==> config.mk <==
export PLATFORM = sky130hd
export DESIGN_NAME = etc_th_dispatch_ctrl
export DESIGN_NICKNAME = d
export VERILOG_FILES = /design/src/rtl/etc_th_dispatch_ctrl.sv
export SDC_FILE = /design/constraint.sdc
export NUM_CORES = 1
export LEC_CHECK = 0
export ABC_AREA = 1
export BUFFER_PORTS_ARGS = -buffer_cell sky130_fd_sc_hd__buf_4
export CAP_MARGIN = 20
export CORE_UTILIZATION = 29
export DETAILED_ROUTE_END_ITERATION = 10
export SLEW_MARGIN = 20
export SYNTH_ARGS = -nofsm -noshare
export SYNTH_HDL_FRONTEND = slang
export SYNTH_SLANG_ARGS = --single-unit
==> constraint.sdc <==
create_clock -name sclk -period 2.1 [get_ports sclk]
set_clock_uncertainty 0.2 [all_clocks]
set_input_delay 0.315 -clock sclk [delete_from_list [all_inputs] [get_ports sclk]]
set_output_delay 0.315 -clock sclk [all_outputs]
set_load 0.03 [all_outputs]
==> src/rtl/etc_th_dispatch_ctrl.sv <==
// etc_th_dispatch_ctrl
//   Block-level sequencer in front of the ETC2 T/H-mode base-colour unit.
//   Accepts 64-bit ETC2 RGB blocks, classifies the mode, runs T/H blocks
//   through the colour unit and presents one result per block downstream.
//   Non-T/H blocks bypass the unit with colours forced to zero.
//
// Ports:
//   sclk, rsrt                  clock (rising edge), synchronous active-high reset
//   in_valid/in_ready/in_block  upstream block handshake (bit 63 = first bit)
//   out_valid/out_ready         downstream result handshake
//   out_mode                    0 indiv, 1 diff, 2 T, 3 H, 4 planar
//   out_block                   accepted block, unchanged
//   out_color0..3               T/H base colours, 0 for other modes
//   out_err                     T/H unit timed out for this block
//   th_rtr/th_mode/th_block     request side of the T/H unit
//   th_color_rts/th_color0..3   result side of the T/H unit
//
// Configuration macro:
//   ETC_TH_TIMEOUT_EN  enables the ISSUE watchdog (TIMEOUT_CYCLES, 3..255).
//                      Undefined: ISSUE waits indefinitely, out_err is 0.

module etc_th_dispatch_ctrl #(
  parameter int unsigned TIMEOUT_CYCLES = 8
) (
  input  logic        sclk,
  input  logic        rsrt,
  input  logic        in_valid,
  output logic        in_ready,
  input  logic [63:0] in_block,
  output logic        out_valid,
  input  logic        out_ready,
  output logic [2:0]  out_mode,
  output logic [63:0] out_block,
  output logic [23:0] out_color0,
  output logic [23:0] out_color1,
  output logic [23:0] out_color2,
  output logic [23:0] out_color3,
  output logic        out_err,
  output logic        th_rtr,
  output logic [2:0]  th_mode,
  output logic [63:0] th_block,
  input  logic        th_color_rts,
  input  logic [23:0] th_color0,
  input  logic [23:0] th_color1,
  input  logic [23:0] th_color2,
  input  logic [23:0] th_color3
);

  localparam logic [2:0] MODE_IND    = 3'd0;
  localparam logic [2:0] MODE_DIFF   = 3'd1;
  localparam logic [2:0] MODE_T      = 3'd2;
  localparam logic [2:0] MODE_H      = 3'd3;
  localparam logic [2:0] MODE_PLANAR = 3'd4;

  if (TIMEOUT_CYCLES < 3 || TIMEOUT_CYCLES > 255) begin : g_bad_timeout
    $error("etc_th_dispatch_ctrl: TIMEOUT_CYCLES must be in 3..255");
  end

  typedef enum logic [1:0] {
    ST_IDLE,
    ST_ISSUE,
    ST_OUT
  } state_t;

  state_t      state_q, state_d;
  logic [2:0]  mode_q, mode_d;
  logic [63:0] block_q, block_d;
  logic [23:0] color0_q, color0_d;
  logic [23:0] color1_q, color1_d;
  logic [23:0] color2_q, color2_d;
  logic [23:0] color3_q, color3_d;

`ifdef ETC_TH_TIMEOUT_EN
  localparam logic [7:0] WDOG_LAST = 8'(TIMEOUT_CYCLES - 1);
  logic [7:0] wdog_q, wdog_d;
  logic       err_q, err_d;
`endif

  // Mode classification. Sums are 7 bits wide so both underflow (bit 6)
  // and overflow past 31 (bit 5) show up without wrapping.
  logic [6:0] sum_r, sum_g, sum_b;
  logic [2:0] cls_mode;

  always_comb begin
    sum_r = {2'b00, in_block[63:59]} + {{4{in_block[58]}}, in_block[58:56]};
    sum_g = {2'b00, in_block[55:51]} + {{4{in_block[50]}}, in_block[50:48]};
    sum_b = {2'b00, in_block[47:43]} + {{4{in_block[42]}}, in_block[42:40]};
    if (!in_block[33]) begin
      cls_mode = MODE_IND;
    end else if (|sum_r[6:5]) begin
      cls_mode = MODE_T;
    end else if (|sum_g[6:5]) begin
      cls_mode = MODE_H;
    end else if (|sum_b[6:5]) begin
      cls_mode = MODE_PLANAR;
    end else begin
      cls_mode = MODE_DIFF;
    end
  end

  always_comb begin
    state_d  = state_q;
    mode_d   = mode_q;
    block_d  = block_q;
    color0_d = color0_q;
    color1_d = color1_q;
    color2_d = color2_q;
    color3_d = color3_q;
`ifdef ETC_TH_TIMEOUT_EN
    wdog_d   = wdog_q;
    err_d    = err_q;
`endif

    case (state_q)
      ST_IDLE: begin
        if (in_valid) begin
          block_d  = in_block;
          mode_d   = cls_mode;
          color0_d = '0;
          color1_d = '0;
          color2_d = '0;
          color3_d = '0;
`ifdef ETC_TH_TIMEOUT_EN
          wdog_d   = '0;
          err_d    = 1'b0;
`endif
          if (cls_mode == MODE_T || cls_mode == MODE_H) begin
            state_d = ST_ISSUE;
          end else begin
            state_d = ST_OUT;
          end
        end
      end

      ST_ISSUE: begin
        // A result arriving on the expiry edge still wins over the timeout.
        if (th_color_rts) begin
          color0_d = th_color0;
          color1_d = th_color1;
          color2_d = th_color2;
          color3_d = th_color3;
          state_d  = ST_OUT;
        end
`ifdef ETC_TH_TIMEOUT_EN
        else if (wdog_q == WDOG_LAST) begin
          err_d   = 1'b1;
          state_d = ST_OUT;
        end else begin
          wdog_d = wdog_q + 8'd1;
        end
`endif
      end

      ST_OUT: begin
        if (out_ready) begin
          state_d = ST_IDLE;
        end
      end

      default: begin
        state_d = ST_IDLE;
      end
    endcase
  end

  always_ff @(posedge sclk) begin
    if (rsrt) begin
      state_q  <= ST_IDLE;
      mode_q   <= '0;
      block_q  <= '0;
      color0_q <= '0;
      color1_q <= '0;
      color2_q <= '0;
      color3_q <= '0;
`ifdef ETC_TH_TIMEOUT_EN
      wdog_q   <= '0;
      err_q    <= 1'b0;
`endif
    end else begin
      state_q  <= state_d;
      mode_q   <= mode_d;
      block_q  <= block_d;
      color0_q <= color0_d;
      color1_q <= color1_d;
      color2_q <= color2_d;
      color3_q <= color3_d;
`ifdef ETC_TH_TIMEOUT_EN
      wdog_q   <= wdog_d;
      err_q    <= err_d;
`endif
    end
  end

  assign in_ready   = (state_q == ST_IDLE);
  assign out_valid  = (state_q == ST_OUT);
  assign th_rtr     = (state_q == ST_ISSUE);
  assign out_mode   = mode_q;
  assign th_mode    = mode_q;
  assign out_block  = block_q;
  assign th_block   = block_q;
  assign out_color0 = color0_q;
  assign out_color1 = color1_q;
  assign out_color2 = color2_q;
  assign out_color3 = color3_q;
`ifdef ETC_TH_TIMEOUT_EN
  assign out_err    = err_q;
`else
  assign out_err    = 1'b0;
`endif

endmodule
Yosys cells after proc, flatten, opt, wreduce, memory -nomap -nowiden --
Index checks and enable logic that the tools add are counted.
Operators by class: $add $sub $neg 3, equality and inequality tests 7, mux-type cells 18, reduce and logical (&&, ||, !) cells 9
Operators with widths (number):
- $pmux 24 s2 | 4
- $mux 24 | 5
- $add 6x3->7 | 3
- $mux 3 | 4
- $mux 2 | 4
- $eq 3x2->1 const B | 2
- $pmux 2 s3 | 1
- $reduce_and 3->1 | 2
- $reduce_or 2->1 | 3
- $ne 2x1->1 const B | 2
- $eq 2x1->1 const B | 1
- $eq 2x2->1 const B | 1
- $logic_not 2->1 | 1
- $ne 2x2->1 const B | 1
- $reduce_and 2->1 | 1
- $reduce_bool 2->1 | 1
- $logic_or 1x1->1 | 1
Storage, ports and cells: flip-flop bits (word level) 165, input port bits 165, output and inout port bits 234, logic and storage cells 44

Depth between registers and ports, before layout --
Gate-level depths: netlist of the first run.
depth after elaboration 11, depth in mapped cells 12, gate-level depth less buffers 12

Worst setup path before layout of the first run --
OpenSTA, ideal clock, no wires.
path type register -> register, start register state_q[1], end register color0_q[0], in the netlist out_color0[0], library setup time 0.070 ns, data arrival time 1.808 ns, data required time 1.830 ns, path slack 0.021 ns, stages on the path, launching flop included 10, path buffers 2, period minus slack after synthesis 2.079 ns, path through dfxtp_1 > nor2_1 > nand2_2 > inv_2 > a21oi_2 > inv_2 > buf_4 > buf_2 > nand3_1 > a21oi_1
Between the ends: cells in the longest elaborated chain, start to end 3, elaborated cells between the ends (all ways) 7, classes of those cells eq/ne (3); mux (1); reduce/logical (3)
Ends and longest elaborated chain:
- start, declared | line 65 | state_t state_q, state_d;
- start signal, assigned | line 180 | state_q <= state_d;
- $logic_not 2->1 (*)
- net in_ready | line 28 | output logic in_ready,
- $ne 2x2->1 (no line) / $reduce_bool 2->1 (equally long branches)
- $reduce_and 3->1 (no line)
- end signal, assigned | line 183 | color0_q <= color0_d;
- end, declared | line 68 | logic [23:0] color0_q, color0_d;
Mark *: on every way through the listed nets, which the timed path passes. The rest lies on a longest branch. A chain may end at the register's enable or synchronous reset.

Final worst setup path of the first run --
start input in_block[55], end register mode_q[1], in the netlist out_mode[1]
Between the ends: cells in the longest elaborated chain, start to end 5
Ends and longest elaborated chain:
- start, declared | line 29 | input logic [63:0] in_block,
- $add 6x3->7 | line 86 | sum_g = {2'b00, in_block[55:51]} + {{4{in_block[50]}}, in_block[50:48]};
- $reduce_or 2->1 | line 92 | end else if (|sum_g[6:5]) begin
- $mux 3 | line 92
- $mux 3 | line 90 | end else if (|sum_r[6:5]) begin
- $mux 3 | line 88 | if (!in_block[33]) begin
- end signal, assigned | line 181 | mode_q <= mode_d;
- end, declared | line 66 | logic [2:0] mode_q, mode_d;
No other way between the ends.

==> results.txt, run 1 <==
Crit. End Element: flip-flop
Core Region: 22900 sq um
dpl cell area: 9650 sq um
post-synth top area cell: dfxtp_1
GR Overflow Total: 0
Leak: 0.00530 uW
Worst Hold Class: in2reg
flops & latches, synth: 165
worst skew pair latency: 0.41 ns
vias in the first global route: 7279
mux share of post-synthesis cell area: 0%
Fin Setup TNS: 0 ns
I/O Pins: 399
CP required: 2.19 ns
Max Slew Vio Count: 0
clock tree buffer depth: 2
DP Wirelength: 16.5 mm
GRT Util Overall: 20.0%
Root Buffer: clkbuf_16
WP data arrival: 2.08 ns
H-tree depth: 4
final-report setup violation count: 0
Synth top cells by count: nand2_1 (255), dfxtp_1 (165), a21oi_1 (161)
CP max FO: 4
asr flop ratio synth: 0%
outcome: finished clean
first-pass GRT wire length: 38.2 mm
Synth Warn #: 0
most frequent cell after synthesis: nand2_1
Layout area overhead: 74.6%
Iteration-0 DRC Markers: 509
Multi-input gate area: 2770 sq um
crit start category: input pin
CTS tree: yes
Distinct cells, synth: 21
sequential cell area: 3300 sq um
sequential fraction of the synthesis area: 48.3%
largest net degree at the start of global routing: 97
Initial Utilization: 29.9%
Vias: 7649
RSZ-0062 raised after global routing: no
final hold violation count: 0
Avg WL per Cell: 15.2 microns
max_cap viols: 0
height of the chip: 156 microns
Clock Pin Slew Worst Setup and Hold Paths: 0.07 ns
initial antenna violation count: 1
CP max-delay cell: dlygate4sd3_1
Post-synth top flop: dfxtp_1
CTS Buf Count: 17
Worst slew margin: 55.2%
crit path time final: 2.00 ns
largest family of logic cells by synthesized area: simple AND/OR/NAND/NOR gates
DR pass1 iterations: 5
Simple-Gate Fraction of Synth Area: 23.5%
Synth Area in XOR/XNOR: 0%
kind of critical path: in2reg
row count: 55
Vias/cell: 4.54
post-synth top area share: 48.3%
clock sink total: 165
Syn Inst Count: 899
Syn Nets: 1079
RePlAce Congestion: 0.835
die area: 24200 sq um
post-synthesis compound-gate area fraction: 12.8%
Worst Tran Pin Value: 0.673 ns
crit-path cells: dlygate4sd3_1 > buf_4 > inv_1 > ha_1 > nor2_2 > nand2_1 > nor2_1 > nor2_1 > nand2_1 > nand2_2 > o21bai_1 > a21oi_1
Tcrit/Tclk final: 95.1%
final instance area: 11900 sq um
Fmax: 501 MHz
Die X-Extent: 156 microns
slowest stage delay, CP: 0.56 ns
Area contributors post-synth: dfxtp_1 (48%), nand2_1 (14%), a21oi_1 (12%), nand3_1 (8.0%), buf_4 (7.6%)
VDD IR max: 458 uV
post-route ant nets: 0
nets: 1538
Post-Syn Area: 6850 sq um
PD cells: 717 nW/um^2
I/O Buffers: 397
Synth Area in Adders: 2.74%
Total Routed Length: 25.7 mm
# DRC: 0
fraction of layout cells with a size suffix above 1: 33.7%
Layout fillers: 2132
synthesized area per cell: 7.61 sq um
number of flops mapped to enable cells by yosys: 0
## power breakdown
part / total, uW / internal [uW] / switching [uW]
logic: 2090 / 894 / 1200
registers: 3370 / 3260 / 112
clock network: 3100 / 1620 / 1480
## through the flow
step	cells	utilization (%)	power, uW	setup WS [ns]	hold slack (ns)
floorplan	899	-	4540	0.0212	0.259
global placement	1492	42.1	5240	0.155	0.252
detailed placement	1492	42.1	5250	0.161	0.256
CTS	1682	51.6	8620	0.0172	0.000350
global route	1685	52.1	8940	0.000752	0.0284
finish	1685	52.1	8560	0.104	0.0192
## area by class of cell
| cell class | count | area share, % |
|---|---|---|
| clock inverters | 13 | 1.10 |
| inverters | 29 | 0.911 |
| well taps | 313 | 3.28 |
| clock buffers | 19 | 3.71 |
| repair buffers | 569 | 40.1 |
| flip-flops and latches | 165 | 27.6 |
| multi-input cells | 576 | 23.2 |
| diodes | 1 | 0.0209 |
## state kept, by name (all words and copies together) (netlist names)
name and flops:
out_color2 24, out_color1 24, out_mode 3, out_block 64
out_color0 24, out_color3 24, state_q 2
## worst max-delay path, delay by kind of cell
family,cells,cell delay (ns)
compound gates,2,0.27
simple gates,6,0.49
fa+ha+maj,1,0.24
buf+inv,3,0.77
## kinds of logic after synthesis
logic type               Yosys count
AND/OR/NAND/NOR                  389
AO/OA/AOI/OAI                    171
flip-flops                       165
buffers and inverters            158
adder cells (fa/ha/maj)           15
other                              1
## path summary, 6_finish.rpt
check,start,endpoint,slack [ns],cells after the start
setup / recovery,in_block[55],out_mode[1],0.10,12
hold / removal,th_color3[12],out_color3[12],0.02,3
setup reg to reg,state_q[1],out_color3[20],0.31,7
hold reg to reg,out_color1[15],out_color1[15],0.27,2
## per-layer routing
layer	track usage, %	share of wire (%)
met4	9.20	3.2
met1	22.6	40
met2	35.3	50
met5	0	0
met3	5.00	7.0
## what timing repair did
action,4_1_cts,5_1_grt
endpoints found under the setup margin,1,6
hold endpoints to repair,157,0
hold buffers,157,0
pin swaps,0,9
setup buffers,0,2
gates resized for setup,0,16
gates cloned,1,1
## placed cells by master, fill, tap and decap left out, drive strengths merged
cell type    Yosys  final
dlygate4sd3      0    157
inv             29     37
nand3b           1      1
buf             86    410
dfxtp          165    165
o21bai           1      1
ha              15     15
clkinv           0      3
clkinvlp         0      2
nand4            1      1
nand2          256    256
bufbuf           0      1
diode            0      1
o21ai            2      2
a21oi          162    162
nor2            22     22
clkbuf          43     20
conb             1      1
nand3          109    109
a211oi           6      6
No activity file was read; power rests on OpenSTA's default activity.
==> run 2, diff against run 1 <==
SKIP_CTS_REPAIR_TIMING = 1   (was unset)
clock period = 2.5 ns   (was 2.1 ns; I/O delays follow)
==> results.txt, run 2 (synthesized netlist as in run 1, its figures left out) <==
outcome: finished clean
H-tree depth: 4 (unchanged)
DR pass1 iterations: 4 (-1)
clock tree buffer depth: 2 (unchanged)
GR Overflow Total: 0 (unchanged)
P_int: 4880 uW (-15%)
P_sw: 2160 uW (-23%)
Clk network pwr share: 38.7% (+2.5 points)
Die X-Extent: 156 microns (unchanged)
Comb pwr share: 21.2% (-3.2 points)
Initial Utilization: 29.9% (unchanged)
I/O Buffers: 397 (unchanged)
worst reg2reg endpoint: out_color0[22]
Max Slew Vio Count: 0 (unchanged)
initial antenna violation count: 0 (-1)
vias in the first global route: 6291 (-14%)
Core Region: 22900 sq um (unchanged)
Iteration-0 DRC Markers: 471 (-7.5%)
WP data arrival: 1.64 ns (-0.44 ns)
Root Buffer: clkbuf_16
PD cells: 688 nW/um^2 (-4.0%)
clock sink total: 165 (unchanged)
R2R cell count: 8 (+1)
Worst Tran Pin Value: 0.716 ns (+0.0439 ns)
nets: 1380 (-10%)
largest net degree at the start of global routing: 98 (+1.0%)
Hold Path Stages: 3 (unchanged)
post-route ant nets: 0 (unchanged)
CP required: 1.92 ns (-0.27 ns)
Layout area overhead: 49.6%
crit start category: flip-flop
height of the chip: 156 microns (unchanged)
die area: 24200 sq um (unchanged)
CP max FO: 83 (+79)
CTS tree: yes
Tcrit/Tclk final: 88.5%
Antenna diodes: 0 (-1)
Crit. Startpoint: state_q[0]
max reg flops: 64 (unchanged)
final-report setup violation count: 0 (unchanged)
RePlAce Congestion: 0.838 (+0.35%)
first-pass GRT wire length: 34.6 mm (-9.4%)
worst skew pair latency: 0.41 ns (about the same)
commonest non-fill, non-tap cell in the layout: buf_4
Worst slew margin: 52.2% (-2.9 points)
crit path time final: 2.21 ns
I/O Pins: 399 (unchanged)
switch share: 30.7% (-1.9 points)
row count: 55 (unchanged)
GRT Util Overall: 18.3% (-1.7 points)
setup slack, reg-to-reg: 0.61 ns (+0.30 ns)
VDD IR max: 349 uV (-24%)
Vias/cell: 4.51 (-0.58%)
DP Wirelength: 16.5 mm (-0.25%)
Crit. End Element: output port
RSZ-0062 raised after global routing: no
Fin Setup TNS: 0 ns (unchanged)
CTS Buf Count: 17 (unchanged)
max_cap viols: 0 (unchanged)
Worst Hold Class: in2reg
final hold violation count: 0 (unchanged)
Fmax: 452 MHz
Avg WL per Cell: 15.2 microns (-0.37%)
crit path capture: th_rtr
Total Routed Length: 23.1 mm (-9.9%)
sequential share of power: 40.2% (+0.8 points)
fraction of layout cells with a size suffix above 1: 36.6% (+2.9 points)
most frequent cells in the layout: buf_4 (403), nand2_1 (255), dfxtp_1 (165), a21oi_1 (161), nand3_1 (109)
worst r2r src: state_q[1]
Leak: 0.00462 uW (-13%)
kind of critical path: reg2out
# DRC: 0 (unchanged)
Clock Pin Slew Worst Setup and Hold Paths: 0.07 ns (about the same)
Vias: 6878 (-10%)
Final Util: 44.7% (-7.4 points)
[run 2: layer usage]
metal	wire, microns	track usage, %
met1	9530	21.8
met2	11400	31.3
met3	1760	5.31
met4	473	6.63
met5	0	0
[run 2: how the worst min path moves through the flow]
| stage | from | endpoint | slack, ns |
|---|---|---|---|
| global route | in_block[16] | out_block[16] | 0.003 |
| CTS | in_block[15] | out_block[15] | -0.01 |
| floorplan | in_block[14] | out_block[14] | 0.32 |
| detailed placement | out_color2[20] | out_color2[20] | 0.26 |
| finish | in_block[34] | out_block[34] | 0.01 |
| global placement | out_color2[20] | out_color2[20] | 0.25 |
[run 2: critical path: stages (launching register included)]
cell     delay [ns]
dfxtp_1        0.37
inv_1          0.09
nor2_4         0.17
buf_12         0.32
buf_4          0.24
[run 2: stage by stage]
step / power, uW / cells / setup WS [ns] / instance area [sq um] / hold slack (ns)
2_1_floorplan: 3810 / 899 / 0.421 / 6850 / 0.319
3_3_place_gp: 4380 / 1491 / 0.446 / 9620 / 0.253
3_5_place_dp: 4390 / 1491 / 0.437 / 9620 / 0.255
4_1_cts: 7150 / 1521 / 0.251 / 10200 / -0.0143
5_1_grt: 7380 / 1524 / 0.137 / 10200 / 0.00315
6_report: 7040 / 1524 / 0.286 / 10200 / 0.0110
[run 2: cell type report]
cell class | count | area [sq um]
clock buffer | 17 | 425
clock inverter | 13 | 169
fill | 2393 | 12700
inverter | 29 | 109
multi-input combinational | 576 | 2690
sequential | 165 | 3300
tap | 313 | 392
timing repair buffer | 411 | 3160
[run 2: power groups by stage]
| stage | logic (uW) | clock network (uW) | registers [uW] |
|---|---|---|---|
| global placement | 1500 | 0 | 2890 |
| detailed placement | 1500 | 0 | 2890 |
| CTS | 1500 | 2810 | 2830 |
| finish | 1490 | 2720 | 2830 |
| floorplan | 732 | 0 | 3080 |
| global route | 1610 | 2930 | 2840 |
==> run 3, diff against run 2 <==
ABC_AREA = 0   (was 1)
RECOVER_POWER = 50   (was unset)
==> results.txt, run 3 <==
vias in the first global route: 6241 (-0.79%)
CP max FO: 3 (-96%)
R2R cell count: 5 (-3)
DP Wirelength: 15.8 mm (-4.3%)
Iteration-0 DRC Markers: 293 (-38%)
WHS: -0.00140 ns (-0.0124 ns)
asr flop ratio synth: 0% (unchanged)
CP required: 2.66 ns (+0.74 ns)
Fmax: 418 MHz (-7.5%)
Max Slew Vio Count: 0 (unchanged)
Area contributors post-synth: dfxtp_1 (49%), nand2_1 (13%), a21oi_1 (12%), buf_4 (8.0%), nand3_1 (7.2%)
VDD IR max: 342 uV (-2.1%)
clock sink total: 165 (unchanged)
number of flops mapped to enable cells by yosys: 0 (unchanged)
initial antenna violation count: 0 (unchanged)
kind of critical path: in2reg
Synth Warn #: 0 (unchanged)
I/O Pins: 399 (unchanged)
Fin Setup TNS: 0 ns (unchanged)
crit start category: input pin
worst r2r src: state_q[0]
nets: 1355 (-1.8%)
Clock Pin Slew Worst Setup and Hold Paths: 0.07 ns (about the same)
DR pass1 iterations: 4 (unchanged)
Vias: 6842 (-0.52%)
Distinct cells, synth: 36 (+71%)
failing checks: negative hold slack
Synth top cells by count: nand2_1 (228), dfxtp_1 (165), a21oi_1 (164)
Clk network pwr share: 37.7% (-1.0 points)
Post-synth top flop: dfxtp_1
setup slack, reg-to-reg: 0.61 ns (about the same)
Worst Hold Class: in2reg
Post-Syn Area: 6770 sq um (-1.2%)
Avg WL per Cell: 15.1 microns (-0.29%)
Core Region: 22800 sq um (-0.60%)
GR Overflow Total: 0 (unchanged)
Crit. End Element: flip-flop
post-route ant nets: 0 (unchanged)
Leak: 0.00372 uW (-20%)
Initial Utilization: 29.7% (-0.17 points)
first-pass GRT wire length: 33.8 mm (-2.4%)
GRT busiest layer: met2
met1 Resource Use GR: 21.2% (-0.67 points)
Worst Tran Pin Value: 0.571 ns (-0.145 ns)
RSZ-0062 raised after global routing: no
dpl ws: 0.253 ns (-0.185 ns)
sequential fraction of the synthesis area: 48.8% (+0.57 points)
PD cells: 691 nW/um^2 (+0.43%)
Layout area overhead: 42.3%
crit path time final: 2.39 ns (+0.178 ns)
die area: 23900 sq um (-1.2%)
H-tree depth: 4 (unchanged)
Tcrit/Tclk final: 95.7% (+7.1 points)
dpl cell area: 9540 sq um (-0.82%)
row count: 55 (unchanged)
largest net degree at the start of global routing: 97 (-1.0%)
met2 Usage GRT: 31.2% (-0.083 points)
worst skew pair latency: 0.41 ns (about the same)
most frequent cell after synthesis: nand2_1
CTS Buf Count: 17 (unchanged)
max reg flops: 64 (unchanged)
final-report setup violation count: 0 (unchanged)
Final Util: 42.3% (-2.4 points)
GRT Util Overall: 18.0% (-0.37 points)
hold path startpoint: in_block[27]
Die X-Extent: 155 microns (-0.58%)
hold endpoint: out_block[27]
sequential share of power: 42.4% (+2.2 points)
P_sw: 2140 uW (-1.2%)
I/O Buffers: 397 (unchanged)
final worst-path setup slack: 0.108 ns (-0.178 ns)
Comb pwr share: 19.9% (-1.3 points)
fraction of layout cells with a size suffix above 1: 21.0% (-16 points)
Syn Inst Count: 850 (-5.5%)
commonest non-fill, non-tap cell in the layout: nand2_1
CTS tree: yes
outcome: complete, but fails checks
Antenna diodes: 0 (unchanged)
Total Routed Length: 22.7 mm (-1.9%)
Hold Path Stages: 3 (unchanged)
Worst slew margin: 61.9% (+9.7 points)
synthesized area per cell: 7.96 sq um (+4.5%)
# DRC: 0 (unchanged)
final instance area: 9620 sq um (-6.0%)
flops & latches, synth: 165 (unchanged)
post-synth top area share: 48.8% (+0.57 points)
switch share: 32.2% (+1.4 points)
clock tree buffer depth: 2 (unchanged)
met3 GRT Util: 5.04% (-0.26 points)
worst reg2reg endpoint: out_color1[2]
max_cap viols: 0 (unchanged)
Root Buffer: clkbuf_16
P_int: 4510 uW (-7.6%)
height of the chip: 155 microns (-0.58%)
Vias/cell: 4.56 (+1.1%)
post-synth top area cell: dfxtp_1
final hold violation count: 2 (+2)
most frequent cells in the layout: nand2_1 (227), buf_4 (204), clkbuf_1 (199), dfxtp_1 (165), a21oi_1 (164)
RePlAce Congestion: 0.744 (-11%)
Syn Nets: 1030 (-4.5%)
WP data arrival: 2.55 ns (+0.91 ns)
==> run 3: changes by cell type after synthesis, sizes merged, moves of 3 or more <==
cell | before | now
nand3 | 109 | 98
o21ai | 2 | 5
a211oi | 6 | 0
nor2 | 22 | 5
nor2b | 0 | 3
inv | 29 | 6
nand2 | 256 | 228
==> run 3: kinds of logic (layout without fill, tap and decap cells) <==
group	after synthesis	after routing	share of synthesized area [%]
other	1	1	0.0554
muxes	1	1	0.148
adders and majority gates	15	15	2.77
buffers and inverters	137	474	11.9
DFF	165	165	48.8
AOI/OAI and AO/OA	182	182	14.2
and+or+nand+nor	349	349	22.1
==> run 3: critical path, stage by stage <==
cell and delay, ns:
dlygate4sd3_1 0.53, buf_4 0.14, ha_1 0.28, a31o_1 0.25, a211o_1 0.32, a211o_1 0.29
a21boi_2 0.18, o221a_1 0.18
==> run 3: per-stage QoR <==
step	cells	hold WS, ns	total power, uW
2_1_floorplan	850	0.311	3740
3_3_place_gp	1441	0.238	4290
3_5_place_dp	1441	0.244	4300
4_1_cts	1472	-0.0295	6830
5_1_grt	1500	0.00129	6940
6_report	1500	-0.00140	6650
==> run 3: layer usage <==
metal / vias to the layer above / share of wire [%]
li1: 3415 / -
met1: 3130 / 42
met2: 266 / 50
met3: 31 / 6.9
met4: 0 / 2.0
met5: - / 0
==> run 3: power by group through the flow <==
stage	Clock (uW)	Sequential [uW]	Combinational, uW
detailed placement	0	2880	1420
global placement	0	2880	1410
CTS	2590	2820	1420
floorplan	0	3060	678
global route	2690	2830	1420
finish	2510	2820	1320
==> run 3: area by class of cell <==
| cell class | instances | area, sq um |
|---|---|---|
| multi-input combinational | 548 | 2680 |
| clock buffer | 18 | 439 |
| tap | 313 | 392 |
| inverter | 6 | 22.5 |
| clock inverter | 13 | 113 |
| timing repair buffer | 437 | 2680 |
| sequential | 165 | 3300 |
| fill | 2431 | 13200 |
==> run 3: worst max path at each step <==
stage / start / endpoint / slack [ns] / cells after the start
2_1_floorplan: in_block[57] / state_q[1] / 0.50 / 6
3_3_place_gp: in_block[57] / state_q[1] / 0.25 / 7
6_report: in_block[57] / state_q[1] / 0.11 / 8
5_1_grt: in_block[57] / state_q[1] / 0.03 / 8
4_1_cts: state_q[0] / th_rtr / 0.33 / 2
3_5_place_dp: in_block[57] / state_q[1] / 0.25 / 7
